$ cat src/rtl/lc3b_types.sv
// Shared types for the LC-3b pipeline: datapath words, write masks and MEM-stage states.
package lc3b_types;

    typedef logic [15:0] lc3b_word;
    typedef logic [1:0]  lc3b_mem_wmask;

    typedef enum logic [2:0] {
        IDLE,
        PTR,
        ACCESS,
        FINAL,
        DONE
    } lc3b_mem_state;

    localparam lc3b_mem_wmask MASK_ALL = 2'b11;

endpackage

$ cat src/rtl/sat_counter.sv
// Up-counter that sticks at all-ones instead of wrapping; asynchronous active-high clear.
module sat_counter #(
    parameter int WIDTH = 32
) (
    input  logic             clk,
    input  logic             reset,
    input  logic             inc,
    output logic [WIDTH-1:0] count
);

    always_ff @(posedge clk or posedge reset) begin
        if (reset) begin
            count <= '0;
        end else if (inc && (count != {WIDTH{1'b1}})) begin
            count <= count + WIDTH'(1);
        end
    end

endmodule

$ cat src/rtl/mem_access_unit.sv
// MEM-stage sequencer: single cache access for LDR/STR/LDB/STB/TRAP, pointer-then-data for LDI/STI.
// Stalls upstream until the access completes; a flushed request still finishes its cache handshake.
module mem_access_unit
    import lc3b_types::*;
#(
    parameter int ADDR_WIDTH = 16,
    parameter int DATA_WIDTH = 16,
    parameter int CNT_WIDTH  = 32
) (
    input  logic                  clk,
    input  logic                  reset,
    input  logic                  valid,
    input  logic                  mem_read,
    input  logic                  mem_write,
    input  logic                  indirect_enable,
    input  logic [1:0]            mem_byte_enable,
    input  logic [ADDR_WIDTH-1:0] addr,
    input  logic [DATA_WIDTH-1:0] wdata,
    input  logic                  hold,
    input  logic                  dcache_resp,
    input  logic [DATA_WIDTH-1:0] dcache_rdata,
    output logic                  dcache_read,
    output logic                  dcache_write,
    output logic [ADDR_WIDTH-1:0] dcache_address,
    output logic [DATA_WIDTH-1:0] dcache_wdata,
    output logic [1:0]            dcache_byte_enable,
    output logic                  stall,
    output logic [DATA_WIDTH-1:0] rdata,
    output logic [CNT_WIDTH-1:0]  access_count
);

    lc3b_mem_state         state;
    lc3b_mem_state         next_state;
    logic [ADDR_WIDTH-1:0] pointer;
    logic                  need;
    logic                  ptr_load;
    logic                  rdata_load;
    logic                  resp_accept;

    assign need  = valid & (mem_read | mem_write | indirect_enable);
    assign stall = need & (state != DONE);

    // A dropped valid means the instruction was flushed: finish the
    // outstanding handshake, then go straight back to IDLE.
    always_comb begin
        next_state         = state;
        dcache_read        = 1'b0;
        dcache_write       = 1'b0;
        dcache_address     = '0;
        dcache_wdata       = '0;
        dcache_byte_enable = MASK_ALL;
        ptr_load           = 1'b0;
        rdata_load         = 1'b0;
        resp_accept        = 1'b0;

        case (state)
            IDLE: begin
                if (need) begin
                    next_state = indirect_enable ? PTR : ACCESS;
                end
            end

            PTR: begin
                dcache_read    = 1'b1;
                dcache_address = addr;
                if (dcache_resp) begin
                    resp_accept = 1'b1;
                    ptr_load    = 1'b1;
                    next_state  = valid ? FINAL : IDLE;
                end
            end

            ACCESS: begin
                dcache_address = addr;
                if (mem_read) begin
                    dcache_read = 1'b1;
                end else begin
                    dcache_write       = 1'b1;
                    dcache_wdata       = wdata;
                    dcache_byte_enable = mem_byte_enable;
                end
                if (dcache_resp) begin
                    resp_accept = 1'b1;
                    rdata_load  = mem_read;
                    next_state  = valid ? DONE : IDLE;
                end
            end

            FINAL: begin
                dcache_address = pointer;
                if (mem_read) begin
                    dcache_read = 1'b1;
                end else begin
                    dcache_write       = 1'b1;
                    dcache_wdata       = wdata;
                    dcache_byte_enable = mem_byte_enable;
                end
                if (dcache_resp) begin
                    resp_accept = 1'b1;
                    rdata_load  = mem_read;
                    next_state  = valid ? DONE : IDLE;
                end
            end

            DONE: begin
                if (!hold) begin
                    next_state = IDLE;
                end
            end

            default: next_state = IDLE;
        endcase
    end

    always_ff @(posedge clk or posedge reset) begin
        if (reset) begin
            state   <= IDLE;
            pointer <= '0;
            rdata   <= '0;
        end else begin
            state <= next_state;
            if (ptr_load) begin
                pointer <= ADDR_WIDTH'(dcache_rdata);
            end
            if (rdata_load) begin
                rdata <= dcache_rdata;
            end
        end
    end

    sat_counter #(
        .WIDTH (CNT_WIDTH)
    ) u_access_count (
        .clk   (clk),
        .reset (reset),
        .inc   (resp_accept),
        .count (access_count)
    );

endmodule

$ cat config.mk
export PLATFORM = sky130hd
export DESIGN_NAME = mem_access_unit
export DESIGN_NICKNAME = d
export VERILOG_FILES = /design/src/rtl/lc3b_types.sv /design/src/rtl/sat_counter.sv /design/src/rtl/mem_access_unit.sv
export SDC_FILE = /design/constraint.sdc
export NUM_CORES = 1
export LEC_CHECK = 0
export BUFFER_PORTS_ARGS = -buffer_cell sky130_fd_sc_hd__buf_2
export CELL_PAD_IN_SITES_DETAIL_PLACEMENT = 0
export CELL_PAD_IN_SITES_GLOBAL_PLACEMENT = 2
export CORE_MARGIN = 3
export CORE_UTILIZATION = 31
export CTS_CLUSTER_DIAMETER = 200
export DETAILED_ROUTE_END_ITERATION = 7
export PLACE_DENSITY = 0.89
export REMOVE_ABC_BUFFERS = 1
export SYNTH_ARGS = -nofsm -noshare
export SYNTH_HDL_FRONTEND = slang
export SYNTH_SLANG_ARGS = --single-unit
$ cat constraint.sdc
create_clock -name clk -period 3.9 [get_ports clk]
set_clock_uncertainty 0.15 [all_clocks]
set_input_delay 0.78 -clock clk [delete_from_list [all_inputs] [get_ports clk]]
set_output_delay 0.78 -clock clk [all_outputs]
set_load 0.05 [all_outputs]
-- Word level (Yosys, flattened, before mapping)
Cells that the tools add are included.
- add/subtract/negate cells: 1
- eq/ne operators: 10
- multiplexer cells: 22
- bitwise gates (word level): 4
- reductions and logical operators: 6
- operator list (cell ; number):
    adder 32 x 1 -> 32 bit, second input constant ; 1
    two-way mux 16 bit ; 2
    inequality test 32 bit, second input constant ; 1
    case mux 16 bit (2 select lines) ; 1
    two-way mux 3 bit ; 5
    case mux 3 bit (4 select lines) ; 1
    two-way mux 1 bit ; 8
    two-way mux 2 bit ; 4
    == test 3 x 2 -> 1 bit, second input constant ; 2
    inequality test 2 bit, second input constant ; 3
    AND reduction 4 bit ; 1
    OR reduction 2 bit ; 2
    == test 3 x 1 -> 1 bit, second input constant ; 1
    == test 3 bit, second input constant ; 1
    logical NOT 3 bit ; 1
    inequality test 3 bit, second input constant ; 1
    OR reduction 3 bit ; 1
    bitwise AND 1 bit ; 2
    inequality test 2 x 1 -> 1 bit, second input constant ; 1
    bitwise OR 1 bit ; 2
    case mux 1 bit (2 select lines) ; 1
    logical AND 1 bit ; 1
- register bits after elaboration: 67
- input bits: 58
- output and inout bits: 85
- word-level logic and storage cells: 47

-- Depth between registers and ports, before layout
Gate-level depths: netlist of the first run.
- depth in word-level cells: 5
- gate-level depth with buffers: 6
- depth with buffers taken out: 6

-- Hierarchy
A second synthesis of the first run with hierarchy kept.
- cell total of the unflattened synthesis: 319
- area total of the unflattened synthesis: 3592.2 um2
- modules (own cells, without submodules) (module ; times used ; cells an instance ; area an instance (um2) ; sequential area each (um2)):
    mem_access_unit ; 1 ; 180 ; 2030.7 ; 875.8
    sat_counter ; 1 ; 139 ; 1561.5 ; 800.8

-- Worst setup path before layout of the first run
OpenSTA, ideal clock, no wires.
- kind: in2out
- from: input mem_read
- to: output dcache_wdata[10]
- data arrival time: 2.423 ns
- required time: 2.970 ns
- slack: 0.547 ns
- stages: 3
- buffers on the path: 1
- cell sequence: nor3b_1 > clkbuf_1 > and2_1
- longest elaborated chain between the ends: 2
- ends and longest elaborated chain (item ; RTL line ; source):
    start: declaration ; mem_access_unit.sv:13 ; input logic mem_read,
    two-way mux 16 bit ; mem_access_unit.sv:75, mem_access_unit.sv:91 ;
    two-way mux 16 bit ; n/a ;
    end: declaration ; mem_access_unit.sv:25 ; output logic [DATA_WIDTH-1:0] dcache_wdata,
Every way passes these cells.

-- Final worst setup path of the first run
- from: register state[1]
- to: output dcache_address[4]
- longest elaborated chain between the ends: 3
- elaborated cells on any way between the ends: 5
- those cells by class: eq/ne: 3; mux: 1; reduce/logical: 1
- ends and longest elaborated chain (item ; RTL line ; source):
    start: declaration ; mem_access_unit.sv:32 ; lc3b_mem_state state;
    start signal: assignment ; mem_access_unit.sv:121 ; state <= next_state;
    == test 3 x 2 -> 1 bit or == test 3 x 1 -> 1 bit (tied branches) ; mem_access_unit.sv:56 ; case (state)
    OR reduction 2 bit (no source line) ; n/a ;
    case mux 16 bit (2 select lines) (*) ; mem_access_unit.sv:56 ;
    end: declaration ; mem_access_unit.sv:24 ; output logic [ADDR_WIDTH-1:0] dcache_address,
Mark *: on every way between the ends. The rest lies on a longest branch, timed or not.

==> impl_metrics.ini, run 1 <==
[sta]
slew_viol_final = 0
finalCritPeriodShare = 0.771
hold_ws_ps = 348
fmax_ghz = 0.332
setup_ws_ps = 891
tightest_slew_ps = 1070
finalSetupViolCount = 0
rsz0062_at_grt = false
fin_tns_setup_ps = 0
slew_headroom = 0.289
hold_viol = 0
layout_min_cycle_time_ps = 3010

[drt]
vias_per_cell = 4.86
postRouteAntennaNets = 0
num_vias = 2916
drc = 0
firstDrtPassIters = 4
wl_per_cell_um = 14.8
drt-initial-drc-count = 121
wl_um = 8890

[worst_setup_path]
crit_path_max_fanout = 16
max_stage_delay_ps = 660
critPathCaptureType = output pin
worstSetupPathType = flip-flop to output pin
setup.worst_path.start_class = flip-flop
slowest_stage = and2_0
path_cells = and2_0 > a22oi_1 > nor2_1 > buf_2
worstPathArrival_ps = 2080
required_ps = 2970

[placement]
place_inst = 584
gp_congestion = 0.805
port_buffers = 142
dp.final_hpwl_um = 6910
post_dp_cell_area_mm2 = 0.00425
place_ws_ps = 1220

[run]
drv_cap = 0

[floorplanning]
start_util = 0.323
die_w_um = 110
io_pins = 143
design.die.area_mm2 = 0.0122
num_rows = 37
coreArea_mm2 = 0.0105
dieHeight_um = 110

[worst_hold_path]
hp-class = flip-flop to flip-flop

[clock_tree]
cts_tree = yes
clock-sinks = 67
clk_latency_ps = 340
cts_buffers = 9
cts_hold_buf = 0
htreeDepth = 3
clk_pin_slew_ps = 80
cts_setup_buffers = 0
cts-root-buf = clkbuf_8
clk_path_buf_depth = 2
cts_resized = 0

[power]
vdd_drop_max_uv = 362
powerDensity_mw_per_mm2 = 737
power_leakage_nw = 2.18

[global_route]
grt_max_degree = 52
grt_pass1_wl_um = 13500
grt_usage = 0.142
antenna_found_initial = 0
grt-ovfl-total = 0
grt_pass1_vias = 2696

[final_layout]
stdcell_area_mm2 = 0.00450
nets = 518
instances_no_fill = 600
nFillCells = 1010
drive_gt1_frac = 0.438
syn_to_final_growth_pct = 33.4
n_antenna_cell = 0

[synth]
synth_area_leaders = dfrtp_1 (50%), mux2_2 (9.7%), xnor2_1 (5.2%)
synthArstFlopShare = 1.00
synth_edf_count = 0
synth_area_mm2 = 0.00338
syn_inst = 311
yosysSeqAreaShare = 0.497
post-synth-top-count-cell = dfrtp_1
syn_avg_cell_area_um2 = 10.9
synth_seq_cells = 67
yosys_warnings = 0
yosysTopAreaCell = dfrtp_1
ys_types = 40
synth_ff_type = dfrtp_1
netlist.area_leader.share = 0.497
synth_common_cells = dfrtp_1 (67), mux2_2 (29), nor2_1 (27)

[status]
status = finished clean
## critical path: cells and delay by family (launching register included)
family	cells	cell delay, ps
and+or+nand+nor	2	800
buffers and inverters	1	280
AOI/OAI and AO/OA	1	130
DFF	1	510
## metal layers
layer,routed length [µm],global-route usage,vias to the layer above,part of all wire
met1,3860,0.178,1396,0.43
met5,0,0,-,0
met2,4180,0.235,94,0.47
li1,-,-,1417,-
met3,764,0.0454,9,0.086
met4,90,0.0422,0,0.010
## worst paths after layout
path	cells after the start	slack, ps	endpoint	from
hold reg to reg	1	350	u_access_count.count[28]	u_access_count.count[28]
min in group asynchronous	2	550	pointer[5]	reset
hold / removal	1	350	u_access_count.count[28]	u_access_count.count[28]
setup / recovery	4	890	dcache_address[4]	state[1]
setup reg to reg	5	1260	u_access_count.count[17]	state[2]
max in group asynchronous	3	2280	u_access_count.count[12]	reset
## stage by stage
step | total power, mW | util
floorplan | 2.23 | -
global placement | 2.60 | 0.407
detailed placement | 2.63 | 0.407
CTS | 3.35 | 0.431
global route | 3.49 | 0.431
finish | 3.32 | 0.431
## cell families (layout without fill, tap and decap cells)
group,count (synthesis),count (layout),synth area share
buffers and inverters,14,167,0.0163
adder cells (fa/ha/maj),1,1,0.00371
AO/OA/AOI/OAI,34,34,0.0771
multiplexers,35,35,0.117
flip-flops,67,67,0.497
XOR/XNOR,27,27,0.0701
AND/OR/NAND/NOR,133,133,0.219
## placed cells by master, fill, tap and decap left out, drive strengths merged, types with 2 or more instances in the layout
cell and n:
and2 18, nand2 16, clkinv 3, or4 3, a31oi 2, or2 3
buf 147, a22oi 16, dfrtp 67, nor2b 3, o21ai 2, inv 4
bufinv 3, and3 7, nand2b 6, xor2 7, a21oi 7, nor2 27
nand3 23, a2111oi 2, xnor2 20, nand4 11, and4 4, clkbuf 10
mux2 35, nor4 7, nor3 3
## registers in the layout, indices dropped and copies added, names as in the netlist
name,cells
pointer,16
rdata,16
state,3
u_access_count.count,32
## final cells by class
class,count,area [µm²],share of cell area
Inverter,4,15.0,0.00333
Clock inverter,6,113,0.0250
Timing Repair Buffer,147,748,0.166
Tap cell,136,170,0.0378
Clock buffer,10,138,0.0306
Multi-Input combinational cell,230,1640,0.365
Sequential cell,67,1680,0.372
## where the power goes
group,switching (mW),total [mW],internal (mW)
sequential,0.160,1.06,0.902
combinational,1.10,1.54,0.435
clock,0.276,0.720,0.443
(Power assumes the default switching activity.)
==> run 2, diff against run 1 <==
- ABC_AREA: unset -> 1
- CORE_UTILIZATION: 31 -> 26
- PLACE_DENSITY: 0.89 -> 0.84
- clock period: 3.9 -> 3.15 ns (I/O delays scaled with it)
==> run 2 against run 1 <==
Compared with the run above: synthesized cell count rose by 90%; clock power up 25%; power increased by 24%; via count rose by 38%; first-iteration DRC count rose by 87%; setup slack worse by 480 ps; synthesized area up 16%; non-clock buffer count shrank 1; count of clock-buffer cells in the layout stayed put; final area increased by 13%; worst hold slack worse by 93 ps; utilization fell by 8.2 points; critical endpoint is now dcache_address[15]; largest cell class is now multi-input gates; largest power group unchanged.
==> impl_metrics.ini, run 2 <==
[status]
status = finished clean

[power]
p_sw_mw = 2.06
clkPwrFrac = 0.220
total_power_mw = 4.10
seqPwrFrac = 0.303
intPower_mw = 2.04
combPwrFrac = 0.477
power_leakage_nw = 2.79
vdd_drop_max_uv = 260
switching_share = 0.502
powerDensity_mw_per_mm2 = 805

[sta]
fmax_ghz = 0.365
rsz0062_at_grt = false
fin_tns_setup_ps = 0
setup_ws_ps = 412
finalSetupViolCount = 0
finalCritPeriodShare = 0.869
slew_viol_final = 0
tightest_slew_ps = 934
slew_headroom = 0.376
layout_min_cycle_time_ps = 2740
hold_viol = 0

[floorplanning]
dieHeight_um = 129
io_pins = 143
coreArea_mm2 = 0.0146
num_rows = 44
die_w_um = 129
start_util = 0.268
design.die.area_mm2 = 0.0166

[worst_setup_path]
slowest_stage = dfrtp_1
r2r_slack_ps = 800
required_ps = 2370
critPathCaptureType = output pin
reg2reg_from = u_access_count.count[0]
setup.worst_path.start_class = flip-flop
cp-startpoint = state[2]
r2r_cells = 10
crit_family = simple AND/OR/NAND/NOR gates
max_stage_delay_ps = 440
path_cells = nor3_1 > inv_1 > nand2_2 > nand2_1 > o21ai_0 > buf_2
worstSetupPathType = flip-flop to output pin
worstPathArrival_ps = 1960
crit_path_max_fanout = 16
crit_buf_inv = 2
r2r_end = u_access_count.count[16]

[synth]
synth_edf_count = 0
syn_avg_cell_area_um2 = 6.66
syn_inst = 590
yosys_warnings = 0
synth_area_leaders = dfrtp_1 (43%), nand2_1 (24%), o21ai_0 (7.0%)
netlist.area_leader.share = 0.427
yosysTopAreaCell = dfrtp_1
synth_ff_type = dfrtp_1
synth_seq_cells = 67
ys_types = 26
yosysSeqAreaShare = 0.427
synthArstFlopShare = 1.00
synth_common_cells = nand2_1 (252), nor2_1 (73), dfrtp_1 (67)
post-synth-top-count-cell = nand2_1
synth_area_mm2 = 0.00393

[final_layout]
final_common_cell = nand2_1
largest_register_ffs = 32
drive_gt1_frac = 0.235
reg_top3 = u_access_count.count: 32 flops, pointer: 16 flops, rdata: 16 flops
n_antenna_cell = 0
nets = 791
layout_common_cells = nand2_1 (251), buf_2 (142), nor2_1 (73), dfrtp_1 (67), inv_1 (61)
nFillCells = 1608
syn_to_final_growth_pct = 29.8
largest-register = u_access_count.count

[worst_hold_path]
hp-class = input pin to async pin

[placement]
port_buffers = 142
dp.final_hpwl_um = 9210
place_ws_ps = 601
gp_congestion = 0.855

[clock_tree]
clk_pin_slew_ps = 60
cts_tree = yes
clk_path_buf_depth = 2
clock-sinks = 67
cts_hold_buf = 0
htreeDepth = 3
cts_buffers = 9
clk_latency_ps = 340
cts-root-buf = clkbuf_16

[global_route]
grt_pass1_vias = 3844
grt-ovfl-total = 0
grt_usage = 0.147
antenna_found_initial = 0
grt_max_degree = 36
grt_pass1_wl_um = 19300

[drt]
vias_per_cell = 4.36
drt-initial-drc-count = 226
wl_um = 12000
wl_per_cell_um = 13.1
firstDrtPassIters = 4
postRouteAntennaNets = 0
drc = 0
num_vias = 4010

[run]
drv_cap = 0
run 2: cell count changes after synthesis, moves of 7 or more:
cell,previous run,this run
and2_1,17,2
inv_1,4,62
mux2_2,29,0
nor2_1,27,73
and3_1,7,0
xnor2_1,20,5
o21ai_0,2,55
nand2_1,16,252
nand4_1,10,2
a22oi_1,16,0
run 2: power groups by stage:
stage / registers (mW) / logic (mW) / clock network [mW]
6_report: 1.24 / 1.96 / 0.902
5_1_grt: 1.28 / 2.16 / 0.974
4_1_cts: 1.25 / 1.98 / 0.938
3_5_place_dp: 1.26 / 1.98 / 0
3_3_place_gp: 1.25 / 1.96 / 0
2_1_floorplan: 1.65 / 1.05 / 0
run 2: logic make-up after synthesis:
group,Yosys count,share of synthesized area
xor gates and xnor gates,15,0.0334
buffers and inverters,81,0.0825
DFF,67,0.427
adders and majority gates,1,0.00319
and+or+nand+nor,369,0.381
AOI/OAI and AO/OA,57,0.0733
run 2: worst max-delay path by stage:
stage          slack, ps                    end  depth (start not counted)
2_1_floorplan        160  dcache_byte_enable[0]                          5
3_3_place_gp         680      dcache_address[0]                          6
3_5_place_dp         600      dcache_address[0]                          6
4_1_cts              220      dcache_address[0]                          6
5_1_grt              130      dcache_address[3]                          6
6_report             410     dcache_address[15]                          6
run 2: metal layers:
metal | wire length [µm] | global-route usage | vias up
met5 | 0 | 0 | -
met4 | 216 | 0.0463 | 0
met3 | 741 | 0.0407 | 15
met2 | 5400 | 0.238 | 120
met1 | 5670 | 0.190 | 1785
li1 | - | - | 2090
run 2: repair_timing:
| item | 4_1_cts | 5_1_grt |
|---|---|---|
| endpoints found under the setup margin | 0 | 7 |
| buffers inserted | 0 | 0 |
| resized for setup | 0 | 1 |
run 2: through the flow:
stage	cell area, µm²	std cells	hold slack (ps)	util
2_1_floorplan	3850	575	303	-
3_3_place_gp	4830	905	311	0.330
3_5_place_dp	4830	905	318	0.330
4_1_cts	5090	920	281	0.348
5_1_grt	5100	920	317	0.348
6_report	5100	920	256	0.348
run 2: cell type report:
cell class	instances	area [µm²]	share of cell area
multi-input combinational	442	1930	0.378
sequential	67	1680	0.329
timing repair buffer	146	753	0.148
inverter	66	248	0.0486
tap	184	230	0.0452
clock buffer	10	229	0.0449
clock inverter	5	31.3	0.00614
